===== config.mk =====
export PLATFORM = sky130hd
export DESIGN_NAME = mc_control_unit
export DESIGN_NICKNAME = d
export VERILOG_FILES = /design/src/rtl/mc_ctrl_pkg.sv /design/src/rtl/mc_main_fsm.sv /design/src/rtl/mc_control_unit.sv
export SDC_FILE = /design/constraint.sdc
export NUM_CORES = 1
export LEC_CHECK = 0
export CAP_MARGIN = 10
export CORE_UTILIZATION = 35
export CTS_CLUSTER_DIAMETER = 60
export CTS_CLUSTER_SIZE = 8
export DETAILED_ROUTE_END_ITERATION = 10
export PLACE_DENSITY = 0.74
export REMOVE_ABC_BUFFERS = 1
export SYNTH_ARGS = -nofsm -noshare
export SYNTH_HDL_FRONTEND = slang
export SYNTH_SLANG_ARGS = --single-unit

===== constraint.sdc =====
create_clock -name clk -period 1.9 [get_ports clk]
set_clock_uncertainty 0.1 [all_clocks]
set_input_delay 0.475 -clock clk [delete_from_list [all_inputs] [get_ports clk]]
set_output_delay 0.475 -clock clk [all_outputs]
set_load 0.05 [all_outputs]

===== src/rtl/mc_ctrl_pkg.sv =====
// ----------------------------------------------------------------------------
// mc_ctrl_pkg
// Shared types and encodings for the multicycle ARM control unit:
//   state_t    - main FSM states, FETCH through BRANCH
//   OP_*       - instr[27:26] instruction classes
//   CMD_*      - instr[24:21] data-processing commands
//   ALU_*      - alucontrol encodings driven onto the datapath ALU
//   SRCB_*     - alusrcb mux selects
//   RES_*      - resultsrc mux selects
//   decode_cmd - maps a DP command to ALU control plus properties
// ----------------------------------------------------------------------------
package mc_ctrl_pkg;

    typedef enum logic [3:0] {
        FETCH,
        DECODE,
        MEMADR,
        MEMREAD,
        MEMWB,
        MEMWRITE,
        EXECUTER,
        EXECUTEI,
        ALUWB,
        BRANCH
    } state_t;

    localparam logic [1:0] OP_DP  = 2'b00;
    localparam logic [1:0] OP_MEM = 2'b01;
    localparam logic [1:0] OP_B   = 2'b10;

    localparam logic [3:0] CMD_ADD = 4'b0100;
    localparam logic [3:0] CMD_SUB = 4'b0010;
    localparam logic [3:0] CMD_AND = 4'b0000;
    localparam logic [3:0] CMD_ORR = 4'b1100;
    localparam logic [3:0] CMD_CMP = 4'b1010;

    localparam logic [1:0] ALU_ADD = 2'b00;
    localparam logic [1:0] ALU_SUB = 2'b01;
    localparam logic [1:0] ALU_AND = 2'b10;
    localparam logic [1:0] ALU_ORR = 2'b11;

    localparam logic [1:0] SRCB_RD2  = 2'b00;
    localparam logic [1:0] SRCB_IMM  = 2'b01;
    localparam logic [1:0] SRCB_FOUR = 2'b10;

    localparam logic [1:0] RES_ALUOUT    = 2'b00;
    localparam logic [1:0] RES_DATA      = 2'b01;
    localparam logic [1:0] RES_ALURESULT = 2'b10;

    // supported: command is in the implemented subset
    // arith:     command produces meaningful C/V flags (add, sub, cmp)
    typedef struct packed {
        logic [1:0] ctrl;
        logic       supported;
        logic       arith;
    } alu_dec_t;

    function automatic alu_dec_t decode_cmd(input logic [3:0] cmd);
        alu_dec_t d;
        d = '{ctrl: ALU_ADD, supported: 1'b0, arith: 1'b0};
        case (cmd)
            CMD_ADD: d = '{ctrl: ALU_ADD, supported: 1'b1, arith: 1'b1};
            CMD_SUB: d = '{ctrl: ALU_SUB, supported: 1'b1, arith: 1'b1};
            CMD_CMP: d = '{ctrl: ALU_SUB, supported: 1'b1, arith: 1'b1};
            CMD_AND: d = '{ctrl: ALU_AND, supported: 1'b1, arith: 1'b0};
            CMD_ORR: d = '{ctrl: ALU_ORR, supported: 1'b1, arith: 1'b0};
            default: d = '{ctrl: ALU_ADD, supported: 1'b0, arith: 1'b0};
        endcase
        return d;
    endfunction

endpackage


===== src/rtl/mc_main_fsm.sv =====
// ----------------------------------------------------------------------------
// mc_main_fsm
// Main Moore FSM of the multicycle control unit: state register, next-state
// logic and the per-state datapath controls.
// Ports:
//   clk, reset   - rising-edge clock, synchronous active-high reset
//   op           - instruction class (instr[27:26])
//   imm          - funct[5], immediate operand for DP
//   load         - funct[0], load/store for memory instructions
//   irwrite      - instruction register enable (FETCH)
//   nextpc       - unconditional PC <= PC+4 (FETCH)
//   adrsrc       - memory address select (1 = ALU result)
//   alusrca      - ALU A select (1 = PC)
//   alusrcb      - ALU B select
//   resultsrc    - result bus select
//   memw         - memory write request (MEMWRITE)
//   mem_wb       - in MEMWB, load writeback
//   alu_wb       - in ALUWB, DP writeback
//   branch       - in BRANCH
//   aluop        - ALU control comes from the DP command (EXECUTE states)
//   in_decode    - in DECODE
// All outputs are forced to 0 while reset is high.
// ----------------------------------------------------------------------------
module mc_main_fsm
    import mc_ctrl_pkg::*;
(
    input  logic       clk,
    input  logic       reset,
    input  logic [1:0] op,
    input  logic       imm,
    input  logic       load,
    output logic       irwrite,
    output logic       nextpc,
    output logic       adrsrc,
    output logic       alusrca,
    output logic [1:0] alusrcb,
    output logic [1:0] resultsrc,
    output logic       memw,
    output logic       mem_wb,
    output logic       alu_wb,
    output logic       branch,
    output logic       aluop,
    output logic       in_decode
);

    state_t state;
    state_t state_next;

    // NOTE: sequential state uses non-blocking assignment so every flop
    // samples pre-edge values; combinational blocks below use blocking.
    always_ff @(posedge clk) begin
        if (reset) begin
            state <= FETCH;
        end else begin
            state <= state_next;
        end
    end

    always_comb begin
        // NOTE: every variable gets a default before the case so no path
        // leaves it unassigned, which would infer a latch.
        state_next = FETCH;
        case (state)
            FETCH:    state_next = DECODE;
            DECODE: begin
                case (op)
                    OP_MEM:  state_next = MEMADR;
                    OP_DP:   state_next = imm ? EXECUTEI : EXECUTER;
                    OP_B:    state_next = BRANCH;
                    default: state_next = FETCH;   // illegal class aborts
                endcase
            end
            MEMADR:   state_next = load ? MEMREAD : MEMWRITE;
            MEMREAD:  state_next = MEMWB;
            EXECUTER: state_next = ALUWB;
            EXECUTEI: state_next = ALUWB;
            MEMWB,
            MEMWRITE,
            ALUWB,
            BRANCH:   state_next = FETCH;
            default:  state_next = FETCH;
        endcase
    end

    // Moore outputs; reset overrides whatever state the register holds so
    // a mid-instruction reset never leaks a write enable.
    always_comb begin
        irwrite   = 1'b0;
        nextpc    = 1'b0;
        adrsrc    = 1'b0;
        alusrca   = 1'b0;
        alusrcb   = SRCB_RD2;
        resultsrc = RES_ALUOUT;
        memw      = 1'b0;
        mem_wb    = 1'b0;
        alu_wb    = 1'b0;
        branch    = 1'b0;
        aluop     = 1'b0;
        in_decode = 1'b0;
        if (!reset) begin
            case (state)
                FETCH: begin
                    alusrca   = 1'b1;
                    alusrcb   = SRCB_FOUR;
                    resultsrc = RES_ALURESULT;
                    irwrite   = 1'b1;
                    nextpc    = 1'b1;
                end
                DECODE: begin
                    // PC+8 precompute for R15 reads
                    alusrca   = 1'b1;
                    alusrcb   = SRCB_FOUR;
                    resultsrc = RES_ALURESULT;
                    in_decode = 1'b1;
                end
                MEMADR:   alusrcb = SRCB_IMM;
                MEMREAD:  adrsrc  = 1'b1;
                MEMWB: begin
                    resultsrc = RES_DATA;
                    mem_wb    = 1'b1;
                end
                MEMWRITE: begin
                    adrsrc = 1'b1;
                    memw   = 1'b1;
                end
                EXECUTER: aluop = 1'b1;
                EXECUTEI: begin
                    alusrcb = SRCB_IMM;
                    aluop   = 1'b1;
                end
                ALUWB:    alu_wb = 1'b1;
                BRANCH: begin
                    alusrcb   = SRCB_IMM;
                    resultsrc = RES_ALURESULT;
                    branch    = 1'b1;
                end
                default: ;
            endcase
        end
    end

endmodule


===== src/rtl/mc_control_unit.sv =====
// ----------------------------------------------------------------------------
// mc_control_unit
// Multicycle ARM control unit (DP ADD/SUB/AND/ORR/CMP, LDR/STR, B). Steps the
// main FSM per instruction and derives ALU control, flag/register/PC write
// requests and the illegal-instruction pulse from the latched IR fields.
// Ports:
//   clk, reset  - rising-edge clock, synchronous active-high reset
//   op          - instr[27:26]
//   funct       - instr[25:20]: [5]=I, [4:1]=cmd, [0]=S (mem: L)
//   rd          - instr[15:12]
//   pcs, regw, memw, flagw - unconditional write requests to cond. logic
//   irwrite, nextpc        - IR enable, PC <= PC+4
//   adrsrc, alusrca, alusrcb, resultsrc - datapath mux selects
//   alucontrol  - ALU operation
//   immsrc      - extend-unit select (= op)
//   regsrc      - register-file read-address selects
//   illegal     - one-cycle pulse in DECODE for unsupported instructions
// ----------------------------------------------------------------------------
module mc_control_unit
    import mc_ctrl_pkg::*;
(
    input  logic       clk,
    input  logic       reset,
    input  logic [1:0] op,
    input  logic [5:0] funct,
    input  logic [3:0] rd,
    output logic       pcs,
    output logic       regw,
    output logic       memw,
    output logic [1:0] flagw,
    output logic       irwrite,
    output logic       nextpc,
    output logic       adrsrc,
    output logic       alusrca,
    output logic [1:0] alusrcb,
    output logic [1:0] resultsrc,
    output logic [1:0] alucontrol,
    output logic [1:0] immsrc,
    output logic [1:0] regsrc,
    output logic       illegal
);

    logic     mem_wb;
    logic     alu_wb;
    logic     branch;
    logic     aluop;
    logic     in_decode;
    logic     is_cmp;
    logic     set_flags;
    alu_dec_t dec;

    mc_main_fsm u_fsm (
        .clk       (clk),
        .reset     (reset),
        .op        (op),
        .imm       (funct[5]),
        .load      (funct[0]),
        .irwrite   (irwrite),
        .nextpc    (nextpc),
        .adrsrc    (adrsrc),
        .alusrca   (alusrca),
        .alusrcb   (alusrcb),
        .resultsrc (resultsrc),
        .memw      (memw),
        .mem_wb    (mem_wb),
        .alu_wb    (alu_wb),
        .branch    (branch),
        .aluop     (aluop),
        .in_decode (in_decode)
    );

    assign dec       = decode_cmd(funct[4:1]);
    assign is_cmp    = (funct[4:1] == CMD_CMP);
    assign set_flags = funct[0];

    // Outside the EXECUTE states the ALU only forms addresses and PC sums.
    assign alucontrol = aluop ? dec.ctrl : ALU_ADD;

    // CMP exists only to set flags, so it writes all of them even without S.
    always_comb begin
        flagw = 2'b00;
        if (aluop) begin
            if (is_cmp) begin
                flagw = 2'b11;
            end else begin
                flagw = {set_flags, set_flags & dec.arith};
            end
        end
    end

    assign regw = mem_wb | (alu_wb & ~is_cmp);

    // A register write to R15 is a jump.
    assign pcs = branch | (regw & (rd == 4'hF));

    assign illegal = in_decode & ((op == 2'b11) | ((op == OP_DP) & ~dec.supported));

    // IR-field driven selects are held at 0 during reset like everything else.
    assign immsrc = reset ? 2'b00 : op;
    assign regsrc = reset ? 2'b00 : {op == OP_MEM, op == OP_B};

endmodule


==> results of run 1 <==
==> logic make-up after synthesis <==
| family | Yosys count |
|---|---|
| compound gates | 18 |
| xor+xnor | 3 |
| buf+inv | 8 |
| flops | 4 |
| simple gates | 39 |
==> Yosys cell counts <==
cell type  n  area (sq um)
o311a_1    1          10.0
nand2b_4   1          13.8
xor2_1     2          17.5
o21ai_1    2          10.0
and4_1     1          8.76
buf_6      2          22.5
or3_1      1          6.26
a32oi_1    1          8.76
buf_2      2          10.0
o21ai_0    2          10.0
a21o_1     2          15.0
xnor2_1    1          8.76
nand3_1    1          5.00
o22a_1     1          8.76
nand2_1    3          11.3
a211oi_2   1          12.5
a21oi_1    5          25.0
o2bb2ai_1  1          8.76
or3_4      1          11.3
o211a_1    1          10.0
inv_2      1          3.75
nor3_2     1          10.0
buf_4      2          15.0
nand3b_1   2          15.0
nor2_1     9          33.8
nor4_1     1          6.26
or4b_4     1          13.8
nor3_1     4          20.0
or3b_1     1          8.76
nor3b_1    2          15.0
a2111oi_0  1          8.76
nor2b_1    8          50.1
clkbuf_1   1          3.75
dfxtp_1    4          80.1
nand2b_1   2          12.5
==> per-stage QoR <==
stage | hold slack (ns) | cell area, sq um | instances | setup WS (ns)
after floorplan | 0.425 | 479 | 65 | -1.66
after global placement | 0.508 | 1250 | 142 | -0.575
after detailed placement | 0.550 | 1250 | 142 | -0.608
==> run metrics, run 1 <==
TritonCTS Buffers=3; Tool Error=[ERROR DPL-0038] Utilization greater than 100%, impossible to legalize; num ports=34; sequential share of the synthesized area=~15%; Synth Register Bits=4; Synth Area in XOR/XNOR=~5.0%; hpwl dp=1.93 mm; Synth cell types=35; Die Width=a little over 40 microns; row count=13; fraction of synthesized area in multiplexers=0%; Synth Instances=72; clock sinks=4; die height=40.9 microns; largest family of logic cells by synthesized area=simple AND/OR/NAND/NOR gates; clock root buffer=clkbuf_4; Halt Stage=clock tree synthesis (4_1_cts); Synth Area in Compound Gates=24.1%; post-CTS sizing=a little under 60; Mapped Area=about 530 sq um; initial core utilization=between 30% and 40%; simple-gate portion of the synthesized area=45.5%; status=did not finish; Synth Warn #=0; PortBufs=33; CTS Hold Buffers Added=0; mean area per synthesized cell=between 7 and 8 sq um; routability cong.=around 0.8; postcts setup bufs=1; adder and majority gate portion of the synthesized area=0%; H-tree levels=1; CTS max path bufs=2
==> inputs of run 2 (changes only) <==
--- a/config.mk
+++ b/config.mk
@@ -6,11 +6,10 @@
 export NUM_CORES = 1
 export LEC_CHECK = 0
 export CAP_MARGIN = 10
-export CORE_UTILIZATION = 35
-export CTS_CLUSTER_DIAMETER = 60
-export CTS_CLUSTER_SIZE = 8
+export CORE_AREA = 2 2 63 65
 export DETAILED_ROUTE_END_ITERATION = 10
-export PLACE_DENSITY = 0.74
+export DIE_AREA = 0 0 65 67
+export PLACE_DENSITY_LB_ADDON = 0.15
 export REMOVE_ABC_BUFFERS = 1
 export SYNTH_ARGS = -nofsm -noshare
 export SYNTH_HDL_FRONTEND = slang
==> run metrics, run 2 <==
FMAX=approximately 0.46 GHz; layout cells sized above 1=about 72%; worst vdd ir=between 150 and 200 uV; CP required=between 1 and 1.5 ns; WL final=~2.3 mm; fraction of registers with async set/reset=0% (unchanged); row count=22 (was 13); CTS max path bufs=2 (unchanged); Synth area leaders=dfxtp_1, nor2b_1, nor2_1 (unchanged); Worst path slowest cell=or4b_4; Synth-to-Final Area Change=210%; most frequent cells in the layout=buf_4, buf_12, buf_6; Pre-antenna DRT Iters=3; initial core utilization=14.7% (was 39.3%); routability cong.=0.740 (was 0.805); final setup fails=15; TritonCTS Buffers=3 (unchanged); Synth Warn #=0 (unchanged); cell taking the most area after synthesis=dfxtp_1 (unchanged); count leader, synth=nor2_1 (unchanged); Total Routing Usage GR=a little under an eighth; Largest register FFs=4; footprint of the multi-input gates=around 560 sq um; Final ANT Viol Nets=0; Mapped Area=531 sq um (unchanged); Synth top cells by count=nor2_1, nor2b_1, a21oi_1 (unchanged); vias=between 800 and 900; vias per inst=4.20; core area=about 3600 sq um; FILL cells=363; Primary FF master, synth=dfxtp_1 (unchanged); Biggest register=u_fsm.state; Die Width=65 microns (was 40.9 microns); Leak=about 0.67 nW; num ports=34 (unchanged); Critical Path End Type=primary output; final non-filler cell area=~1600 sq um; hpwl dp=1.70 mm (was 1.93 mm); setup ws final=-0.298 ns; Clk Latency, worst-skew pair=about 0.22 ns; vias in the first global route=approximately 830; Final min period=2.20 ns; die height=67 microns (was 40.9 microns); CP arrival=1.62 ns; n_diodes=0; Synth cell types=35 (unchanged); Reg area=92.6 sq um; placed cell area=1320 sq um (was 1250 sq um); Critical Path, Cell by Cell=nand2b_4, or4b_4, nor3_4, buf_12; Slew HR=84.2%; drt drc=0; Synth top area share=15.1% (unchanged); clock-pin slew on the worst setup and hold paths=roughly 0.030 ns; Final Slew Violations=0; Initial DRC Count=20; mean area per synthesized cell=7.37 sq um (unchanged); violated checks=negative setup slack; PortBufs=33 (unchanged); WL/cell=around 12 microns; H-tree levels=1 (unchanged); unrepaired setup endpoints after global routing=yes; first-pass GRT wire length=~3.8 mm; Die Footprint=~4400 sq um; Post-synth EDFFs=0 (unchanged); Worst setup SP type=flip-flop; initial antenna violation count=0; Tcrit/Tclk final=116%; Power Total=0.679 mW; Largest regs=u_fsm.state (4); status=finished with violations (was did not finish); critical path class=flip-flop to primary output; CP max stage delay=around 0.55 ns; P per Cell Area=roughly 410 nW/um^2; final hold vios=0; Synth Register Bits=4 (unchanged); CTS Hold Buffers Added=0 (unchanged); min-delay worst type=input port to flip-flop; clock sinks=4 (unchanged); grt total ovfl=0; post-route setup TNS=-2.58 ns; commonest non-fill, non-tap cell in the layout=buf_4; CTS tree=built; clock root buffer=clkbuf_8 (was clkbuf_4); Net count, final=160; Max-cap violations=0; Synth Instances=72 (unchanged); CP Max Fanout=3; largest net degree at the start of global routing=9; Post-Place Setup Slack=-0.664 ns (was -0.608 ns); minimum hold slack=0.465 ns; sequential share of the synthesized area=15.1% (unchanged); worst slew pin tran=0.237 ns
[run 2: final cells by class]
| type | count | area share, % |
|---|---|---|
| clock buffers | 3 | 2.51 |
| inverters | 1 | 0.228 |
| multi-input cells | 60 | 33.9 |
| flip-flops and latches | 4 | 5.63 |
| well taps | 48 | 3.65 |
| repair buffers | 76 | 54.1 |
[run 2: cells by family (layout without fill, tap and decap cells)]
logic type	after synthesis	in the layout	share of synthesized area, %
xor gates and xnor gates	3	3	4.95
and+or+nand+nor	39	39	45.5
buffers and inverters	8	80	10.4
DFF	4	4	15.1
AOI/OAI and AO/OA	18	18	24.1
[run 2: path summary, 6_finish.rpt]
| path | startpoint | end | slack (ns) | cells past startpoint |
|---|---|---|---|---|
| setup reg to reg | u_fsm.state[3] | u_fsm.state[0] | 0.50 | 5 |
| setup / recovery | u_fsm.state[3] | alucontrol[1] | -0.30 | 4 |
| hold reg to reg | u_fsm.state[0] | u_fsm.state[0] | 0.50 | 2 |
| hold / removal | reset | u_fsm.state[3] | 0.47 | 3 |
[run 2: worst max-delay path, delay by kind of cell, from the launching register on]
kind	cells	cell delay, ns
buf+inv	1	0.16
simple gates	3	0.92
flops	1	0.32
[run 2: repair_timing]
action | 4_1_cts | 5_1_grt
setup endpoints to repair | 20 | 18
resized for setup | 63 | 20
buffers inserted | 6 | 6
pin swaps | 15 | 14
[run 2: layer usage]
layer	track usage, %	part of all wire, %	up-vias
met4	3.72	0.34	0
met1	12.3	39	384
met2	20.9	56	21
li1	-	-	400
met5	0	0	-
met3	3.21	4.9	2
[run 2: power by group]
group / switching [mW] / leakage [nW] / total [mW] / internal, mW
sequential: 0.0109 / 0.0353 / 0.101 / 0.0902
clock: 0.0421 / 0.0216 / 0.177 / 0.135
combinational: 0.188 / 0.617 / 0.401 / 0.213
[run 2: through the flow]
step	instances	utilization (%)
2_1_floorplan	65	-
3_3_place_gp	179	36.5
3_5_place_dp	179	36.5
4_1_cts	188	42.7
5_1_grt	192	45.6
6_report	192	45.6
(Power assumes the default switching activity.)
